## config.mk

```make
export PLATFORM = sky130hd
export DESIGN_NAME = sobel_edge_flat
export DESIGN_NICKNAME = d
export VERILOG_FILES = /design/src/rtl/sobel_edge_if.sv /design/src/rtl/sobel_edge.sv /design/src/flat_wrapper.sv
export SDC_FILE = /design/constraint.sdc
export NUM_CORES = 1
export LEC_CHECK = 0
export ABC_AREA = 1
export CAP_MARGIN = 20
export CORE_ASPECT_RATIO = 0.9
export CORE_MARGIN = 2
export CORE_UTILIZATION = 30
export CTS_CLUSTER_SIZE = 20
export DETAILED_ROUTE_END_ITERATION = 7
export SLEW_MARGIN = 15
export SYNTH_ARGS = -nofsm -noshare
export SYNTH_HDL_FRONTEND = slang
export SYNTH_SLANG_ARGS = --single-unit
```

## constraint.sdc

```tcl
create_clock -name clk -period 3.8 [get_ports clk]
set_clock_uncertainty 0.1 [all_clocks]
set_input_delay 1.14 -clock clk [delete_from_list [all_inputs] [get_ports clk]]
set_output_delay 1.14 -clock clk [all_outputs]
set_load 0.005 [all_outputs]
```

## src/rtl/sobel_edge_if.sv

```systemverilog
// Pixel stream bundle for the Sobel edge stage: windowed gray input with
// sideband on the way in, edge pixel with delay-matched sideband on the way out.
interface sobel_edge_if #(
  parameter int COLORDEPTH = 8
);
  logic [COLORDEPTH-1:0] vect_in_0;
  logic [COLORDEPTH-1:0] vect_in_1;
  logic [COLORDEPTH-1:0] vect_in_2;
  logic                  dv_i;
  logic                  hs_i;
  logic                  vs_i;
  logic                  line_end_i;
  logic [COLORDEPTH-1:0] thresh_i;
  logic                  mode_i;
  logic [COLORDEPTH-1:0] edge_o;
  logic                  dv_o;
  logic                  hs_o;
  logic                  vs_o;
  logic                  line_end_o;

  modport master (
    output vect_in_0, vect_in_1, vect_in_2, dv_i, hs_i, vs_i, line_end_i,
           thresh_i, mode_i,
    input  edge_o, dv_o, hs_o, vs_o, line_end_o
  );

  modport slave (
    input  vect_in_0, vect_in_1, vect_in_2, dv_i, hs_i, vs_i, line_end_i,
           thresh_i, mode_i,
    output edge_o, dv_o, hs_o, vs_o, line_end_o
  );
endinterface

```

## src/rtl/sobel_edge.sv

```systemverilog
// Sobel edge stage: 3x3 window over three buffered lines, |Gx|+|Gy| magnitude,
// saturated or thresholded output, 4-cycle delay-matched sideband.
module sobel_edge #(
  parameter int COLORDEPTH  = 8,
  parameter int SCREENWIDTH = 1600
) (
  input  logic         clk,
  input  logic         rst,
  sobel_edge_if.slave  bus
);

  if (COLORDEPTH != 8 || SCREENWIDTH < 3) begin : g_cfg_check
    $error("sobel_edge: only COLORDEPTH=8 and SCREENWIDTH>=3 are supported");
  end

  // win[r][c]: row 0 = oldest line, column 2 = newest pixel
  logic [2:0][2:0][7:0] win;
  logic [2:0][7:0]      col_in;
  logic [1:0]           col_cnt;
  logic                 vs_prev;
  logic                 vs_rise;
  logic [7:0]           thr_q;
  logic                 win_valid;
  logic                 valid2;
  logic                 valid3;
  logic signed [10:0]   gx_q;
  logic signed [10:0]   gy_q;
  logic [10:0]          sum_q;
  logic [7:0]           edge_q;
  logic [7:0]           edge_nxt;
  logic [9:0]           gx_p, gx_n, gy_p, gy_n;
  logic [10:0]          gx_abs, gy_abs;
  logic [3:0]           dv_d, hs_d, vs_d, le_d;

  always_comb begin
    col_in  = {bus.vect_in_2, bus.vect_in_1, bus.vect_in_0};
    vs_rise = bus.vs_i & ~vs_prev;
  end

  always_comb begin
    gx_p = 10'(win[0][2]) + 10'({win[1][2], 1'b0}) + 10'(win[2][2]);
    gx_n = 10'(win[0][0]) + 10'({win[1][0], 1'b0}) + 10'(win[2][0]);
    gy_p = 10'(win[2][0]) + 10'({win[2][1], 1'b0}) + 10'(win[2][2]);
    gy_n = 10'(win[0][0]) + 10'({win[0][1], 1'b0}) + 10'(win[0][2]);
  end

  always_comb begin
    gx_abs = gx_q[10] ? 11'(-gx_q) : gx_q;
    gy_abs = gy_q[10] ? 11'(-gy_q) : gy_q;
  end

  // Invalid windows and blanking cycles both produce a black pixel
  always_comb begin
    edge_nxt = '0;
    if (dv_d[2] && valid3) begin
      if (bus.mode_i)
        edge_nxt = (sum_q >= {3'b000, thr_q}) ? 8'hFF : 8'h00;
      else
        edge_nxt = (sum_q > 11'd255) ? 8'hFF : sum_q[7:0];
    end
  end

  always_ff @(posedge clk or negedge rst) begin
    if (!rst) begin
      win       <= '0;
      col_cnt   <= '0;
      vs_prev   <= 1'b0;
      thr_q     <= 8'd128;
      win_valid <= 1'b0;
    end else begin
      vs_prev <= bus.vs_i;
      if (vs_rise)
        thr_q <= bus.thresh_i;
      if (bus.line_end_i || vs_rise)
        col_cnt <= '0;
      else if (bus.dv_i && col_cnt != 2'd3)
        col_cnt <= col_cnt + 2'd1;
      win_valid <= bus.dv_i && (col_cnt >= 2'd2);
      if (bus.dv_i) begin
        win[0] <= {col_in[0], win[0][2], win[0][1]};
        win[1] <= {col_in[1], win[1][2], win[1][1]};
        win[2] <= {col_in[2], win[2][2], win[2][1]};
      end
    end
  end

  always_ff @(posedge clk or negedge rst) begin
    if (!rst) begin
      gx_q   <= '0;
      gy_q   <= '0;
      valid2 <= 1'b0;
      sum_q  <= '0;
      valid3 <= 1'b0;
      edge_q <= '0;
      dv_d   <= '0;
      hs_d   <= '0;
      vs_d   <= '0;
      le_d   <= '0;
    end else begin
      gx_q   <= $signed({1'b0, gx_p}) - $signed({1'b0, gx_n});
      gy_q   <= $signed({1'b0, gy_p}) - $signed({1'b0, gy_n});
      valid2 <= win_valid;
      sum_q  <= gx_abs + gy_abs;
      valid3 <= valid2;
      edge_q <= edge_nxt;
      dv_d   <= {dv_d[2:0], bus.dv_i};
      hs_d   <= {hs_d[2:0], bus.hs_i};
      vs_d   <= {vs_d[2:0], bus.vs_i};
      le_d   <= {le_d[2:0], bus.line_end_i};
    end
  end

  assign bus.edge_o     = edge_q;
  assign bus.dv_o       = dv_d[3];
  assign bus.hs_o       = hs_d[3];
  assign bus.vs_o       = vs_d[3];
  assign bus.line_end_o = le_d[3];

endmodule

```

## src/flat_wrapper.sv

```systemverilog
// flat-port wrapper written by rule: the top's interface ports become plain ports
module sobel_edge_flat 
#(
  parameter int COLORDEPTH  = 8,
  parameter int SCREENWIDTH = 1600
)
  (clk, rst, bus_vect_in_0, bus_vect_in_1, bus_vect_in_2, bus_dv_i, bus_hs_i, bus_vs_i, bus_line_end_i, bus_thresh_i, bus_mode_i, bus_edge_o, bus_dv_o, bus_hs_o, bus_vs_o, bus_line_end_o);
  sobel_edge_if #(.COLORDEPTH(COLORDEPTH)) bus_i ();
  input  logic clk;
  input  logic rst;
  input wire logic [$bits(bus_i.vect_in_0)-1:0] bus_vect_in_0;
  input wire logic [$bits(bus_i.vect_in_1)-1:0] bus_vect_in_1;
  input wire logic [$bits(bus_i.vect_in_2)-1:0] bus_vect_in_2;
  input wire logic [$bits(bus_i.dv_i)-1:0] bus_dv_i;
  input wire logic [$bits(bus_i.hs_i)-1:0] bus_hs_i;
  input wire logic [$bits(bus_i.vs_i)-1:0] bus_vs_i;
  input wire logic [$bits(bus_i.line_end_i)-1:0] bus_line_end_i;
  input wire logic [$bits(bus_i.thresh_i)-1:0] bus_thresh_i;
  input wire logic [$bits(bus_i.mode_i)-1:0] bus_mode_i;
  output wire logic [$bits(bus_i.edge_o)-1:0] bus_edge_o;
  output wire logic [$bits(bus_i.dv_o)-1:0] bus_dv_o;
  output wire logic [$bits(bus_i.hs_o)-1:0] bus_hs_o;
  output wire logic [$bits(bus_i.vs_o)-1:0] bus_vs_o;
  output wire logic [$bits(bus_i.line_end_o)-1:0] bus_line_end_o;
  assign bus_i.vect_in_0 = bus_vect_in_0;
  assign bus_i.vect_in_1 = bus_vect_in_1;
  assign bus_i.vect_in_2 = bus_vect_in_2;
  assign bus_i.dv_i = bus_dv_i;
  assign bus_i.hs_i = bus_hs_i;
  assign bus_i.vs_i = bus_vs_i;
  assign bus_i.line_end_i = bus_line_end_i;
  assign bus_i.thresh_i = bus_thresh_i;
  assign bus_i.mode_i = bus_mode_i;
  assign bus_edge_o = bus_i.edge_o;
  assign bus_dv_o = bus_i.dv_o;
  assign bus_hs_o = bus_i.hs_o;
  assign bus_vs_o = bus_i.vs_o;
  assign bus_line_end_o = bus_i.line_end_o;
  sobel_edge #(.COLORDEPTH(COLORDEPTH), .SCREENWIDTH(SCREENWIDTH)) u_core (.clk(clk), .rst(rst), .bus(bus_i));
endmodule
```

Word-level counts from Yosys, hierarchy flattened
Cells that the tools add are included. Widths: inputs -> output; s select.

Register bits after elaboration: 143. Bits of input ports: 39. Output and inout port bits: 12. Logic and storage cells: 56.

Magnitude comparators: 3. $add $sub $neg: 14. Reduce and logical (&&, ||, !) cells: 5. Bitwise logic cells: 2. Mux-type cells: 8. Equality and inequality tests: 1.

Operators with widths (count): $add 10x8->10 (4); $add 8x9->10 (4); $mux 8 (4); $mux 11 (2); $neg 11->11 (2); $sub 10x10->11 (2); $add 11x11->11 (1); $ge 11x8->1 (1); $gt 11x8->1 const B (1); $mux 2 (2); $logic_and 1x1->1 (3); $add 2x1->2 const B (1); $ge 2x2->1 const B (1); $ne 2x2->1 const B (1); $reduce_bool 2->1 (1); $and 1x1->1 (1); $logic_or 1x1->1 (1); $not 1->1 (1).

Longest topological paths before layout
Word-level depth: 4. Gate-level depth with buffers: 16.

Worst setup path before layout
OpenSTA, ideal clock, no wires.

Path kind: flip-flop to flip-flop. From: register u_core.win[50] (netlist bit). To: register u_core.gx_q[7]. Data required time: 3572 ps. Library setup time: 128 ps. Arrival time: 2916 ps. Period minus slack after synthesis: 3144 ps. Setup slack: 656 ps. Path buffers: 0. Cell stages (with the launch flop): 13. Path through: dfrtp_1 > inv_1 > fa_1 > fa_1 > inv_1 > fa_1 > inv_1 > fa_1 > nand3_1 > nand2_1 > nand2_1 > o21bai_1 > xor2_1.

Cells in the longest elaborated chain, start to end: 2.

Ends and longest elaborated chain: start, declared (line sobel_edge.sv:17) `logic [2:0][2:0][7:0] win;`; $add 10x8->10 (line sobel_edge.sv:42) `gx_n = 10'(win[0][0]) + 10'({win[1][0], 1'b0}) + 10'(win[2][0]);`; $sub 10x10->11 (line sobel_edge.sv:100) `gx_q <= $signed({1'b0, gx_p}) - $signed({1'b0, gx_n});`; end signal, assigned (line sobel_edge.sv:100); end, declared (line sobel_edge.sv:26) `logic signed [10:0] gx_q;`.

Every way passes these cells. A chain may end at the register's enable or synchronous reset.

Final worst setup path
From: register u_core.win[3] (netlist bit). To: register u_core.gy_q[6].

Cells in the longest elaborated chain, start to end: 3.

Ends and longest elaborated chain: $add 8x9->10 (line sobel_edge.sv:44) `gy_n = 10'(win[0][0]) + 10'({win[0][1], 1'b0}) + 10'(win[0][2]);`; $add 10x8->10 (line sobel_edge.sv:44); $sub 10x10->11 (line sobel_edge.sv:101) `gy_q <= $signed({1'b0, gy_p}) - $signed({1'b0, gy_n});`; end signal, assigned (line sobel_edge.sv:101); end, declared (line sobel_edge.sv:27) `logic signed [10:0] gy_q;`.

Every way passes these cells.

==> impl_metrics.json <==
{
  "yosysMostFrequentCell": "inv_1",
  "crit_path_end_kind": "flop",
  "reg2reg_depth": 11,
  "crit_path_start_kind": "flop",
  "powerDensity_mw_per_mm2": 912,
  "syn_inst": 897,
  "tightestPinTransition_ns": 0.633,
  "timing.rr.end": "u_core.gy_q[6]",
  "cts_tree": "yes",
  "postSynth.asyncResetShare": 1.00,
  "r2r_setup_slack_ns": 0.38,
  "htreeDepth": 4,
  "crit_end": "u_core.gy_q[6]",
  "hold_slack_ns": 0.245,
  "synth_edf_count": 0,
  "ys_types": 36,
  "ys_ff_latch": 142,
  "max-cap-violations": 0,
  "slew_viol_final": 0,
  "syn_area_per_cell_um2": 9.29,
  "cts_hold_buf": 0,
  "io_pins": 51,
  "cts_buffers": 17,
  "grt_pass1_vias": 5690,
  "rsz0062_at_grt": "no",
  "dp_hpwl_um": 12200,
  "period_needed_ns": 3.42,
  "post_cts_buffers": 0,
  "syn2layout_area_growth_pct": 17.6,
  "grt_pass1_wl_um": 27500,
  "synthTopCellsByCount": "inv_1 (200), nand2_1 (194), dfrtp_1 (141), o21ai_0 (71), fa_1 (63)",
  "crit_start": "u_core.win[3]",
  "grt_use_total": 0.119,
  "fmax_mhz": 292,
  "core_mm2": 0.0272,
  "synth.net_count": 1045,
  "synthMuxAreaShare": 0.00135,
  "path_clk_slew_ns": 0.06,
  "overflow": 0,
  "multi_input_area_mm2": 0.00392,
  "synth_top_area_frac": 0.423,
  "hold_viol": 0,
  "start_util": 0.307,
  "synthTopCellsByArea": "dfrtp_1 (42%), fa_1 (15%), inv_1 (9.0%)",
  "synth_fa_ha_area_frac": 0.220,
  "synth-compound-area-share": 0.0699,
  "drc_errors": 0,
  "drive_above_1_share": 0.0716,
  "synth_top_family_by_area": "adder cells",
  "drtPass1Iterations": 5,
  "first_iter_violations": 296,
  "synth_seq_area_share": 0.426,
  "vias_per_cell": 4.21,
  "num_vias": 5552,
  "diodes": 0,
  "root_buffer": "clkbuf_16",
  "clock_latency_ns": 0.43,
  "gp_congestion": 0.790,
  "rows": 57,
  "finalSetupViolCount": 0,
  "antenna_found_initial": 0,
  "hold_class": "reg -> reg",
  "critical_path_class": "reg -> reg",
  "vdd_ir_drop_max_uv": 430,
  "nFillCells": 2764,
  "synth_top_area_cell": "dfrtp_1",
  "cp.required_ns": 4.03,
  "status": "finished, final reports clean",
  "antenna_left": 0,
  "yosysWarnings": 0,
  "die_h_um": 162,
  "avgRoutedWirePerCell_um": 12.1,
  "ff_latch_area_mm2": 0.00355,
  "syn_area_mm2": 0.00834,
  "yosys.area_share.simple": 0.142,
  "grt_max_degree": 77,
  "cts.path.max_buffers": 2,
  "critical_path_arrival_ns": 3.65,
  "cts_num_sinks": 142,
  "fin_tns_setup_ns": 0,
  "max-slew-margin-rel": 0.578,
  "crit_path_max_fanout": 4,
  "fp.dieW_um": 180,
  "port-buffer-count": 50,
  "r2r_start": "u_core.win[3]",
  "synthFlopType": "dfrtp_1",
  "dieArea_mm2": 0.0291,
  "cts_resized": 0,
  "synth_xor_area_frac": 0.0368,
  "post-route-period-util": 0.900,
  "wirelength_um": 15900,
  "p_leak_nw": 4.93,
  "final_nets": 1099
}
[placed cells by master, fill, tap and decap left out, drive strengths merged]
master         instances
bufinv                 2
fa                    63
inv                  205
o21ai                 74
clkinv                 5
nand3b                 1
or2                    1
clkinvlp               5
dfstp                  1
dfrtp                141
clkdlybuf4s50         48
nor2                  42
nand3                 22
clkbuf                19
xnor2                  8
nor3                  12
a31oi                  3
xor2                  27
nand4                  4
ha                    46
buf                    6
o21bai                 6
a21oi                 22
mux2                   1
nand2                198
a21o                   1
a2111oi                1
[logic make-up after synthesis]
logic type	count (synthesis)
flops	142
xor+xnor	35
buf+inv	223
simple gates	280
fa+ha+maj	109
mux	1
compound gates	107
[stage by stage]
step | worst slack [ns] | cell area (um2) | power (mW) | instances | utilization
floorplan | 0.656 | 8340 | 6.20 | 897 | -
global placement | 0.378 | 9230 | 7.29 | 1286 | 0.340
detailed placement | 0.380 | 9230 | 7.37 | 1286 | 0.340
CTS | 0.371 | 9800 | 9.07 | 1318 | 0.361
global route | 0.115 | 9800 | 9.97 | 1318 | 0.361
finish | 0.380 | 9800 | 8.94 | 1318 | 0.361
[metal layers]
layer	part of all wire	track usage	vias to the layer above
met2	0.49	0.201	95
li1	-	-	2808
met5	0	0	-
met3	0.038	0.0341	19
met4	0.019	0.0429	0
met1	0.46	0.146	2630
[where the power goes]
group / switching, mW / total [mW] / internal, mW
logic: 3.12 / 5.19 / 2.07
clock network: 0.658 / 1.62 / 0.966
registers: 0.212 / 2.13 / 1.92
total: 3.99 / 8.94 / 4.95
[sequential cells by signal, summed over array words and instances, names as in the netlist]
| signal | cells |
|---|---|
| u_core.gx_q | 11 |
| u_core.vs_d | 4 |
| u_core.thr_q | 8 |
| u_core.valid3 | 1 |
| u_core.win | 72 |
| u_core.hs_d | 4 |
| u_core.win_valid | 1 |
| u_core.sum_q | 11 |
| u_core.col_cnt | 2 |
| u_core.dv_d | 4 |
| u_core.bus.edge_o | 8 |
| u_core.le_d | 4 |
| u_core.valid2 | 1 |
| u_core.gy_q | 11 |
[how the worst min path moves through the flow]
stage,startpoint,end,slack (ns),cells past startpoint
final,u_core.valid2,u_core.valid3,0.25,0
after global routing,u_core.vs_d[2],u_core.vs_d[3],0.25,0
after CTS,u_core.valid2,u_core.valid3,0.25,0
after detailed placement,u_core.win_valid,u_core.valid2,0.23,0
after global placement,u_core.dv_d[0],u_core.dv_d[1],0.23,0
after floorplan,u_core.dv_d[0],u_core.dv_d[1],0.23,0
[worst max-delay path: stages, from the launching register on]
cell     delay (ns)
dfrtp_1        0.36
inv_1          0.17
fa_1           0.45
fa_1           0.55
inv_1          0.06
fa_1           0.54
inv_1          0.05
ha_1           0.34
a21oi_1        0.14
nand2_1        0.13
a21oi_1        0.20
xor2_1         0.23
[layout make-up]
class | count | area share
sequential | 142 | 0.363
tap | 354 | 0.0452
timing repair buffer | 54 | 0.0553
clock inverter | 13 | 0.0146
clock buffer | 19 | 0.0442
multi-input combinational | 532 | 0.400
inverter | 204 | 0.0781
No activity file was read; power rests on OpenSTA's default activity.
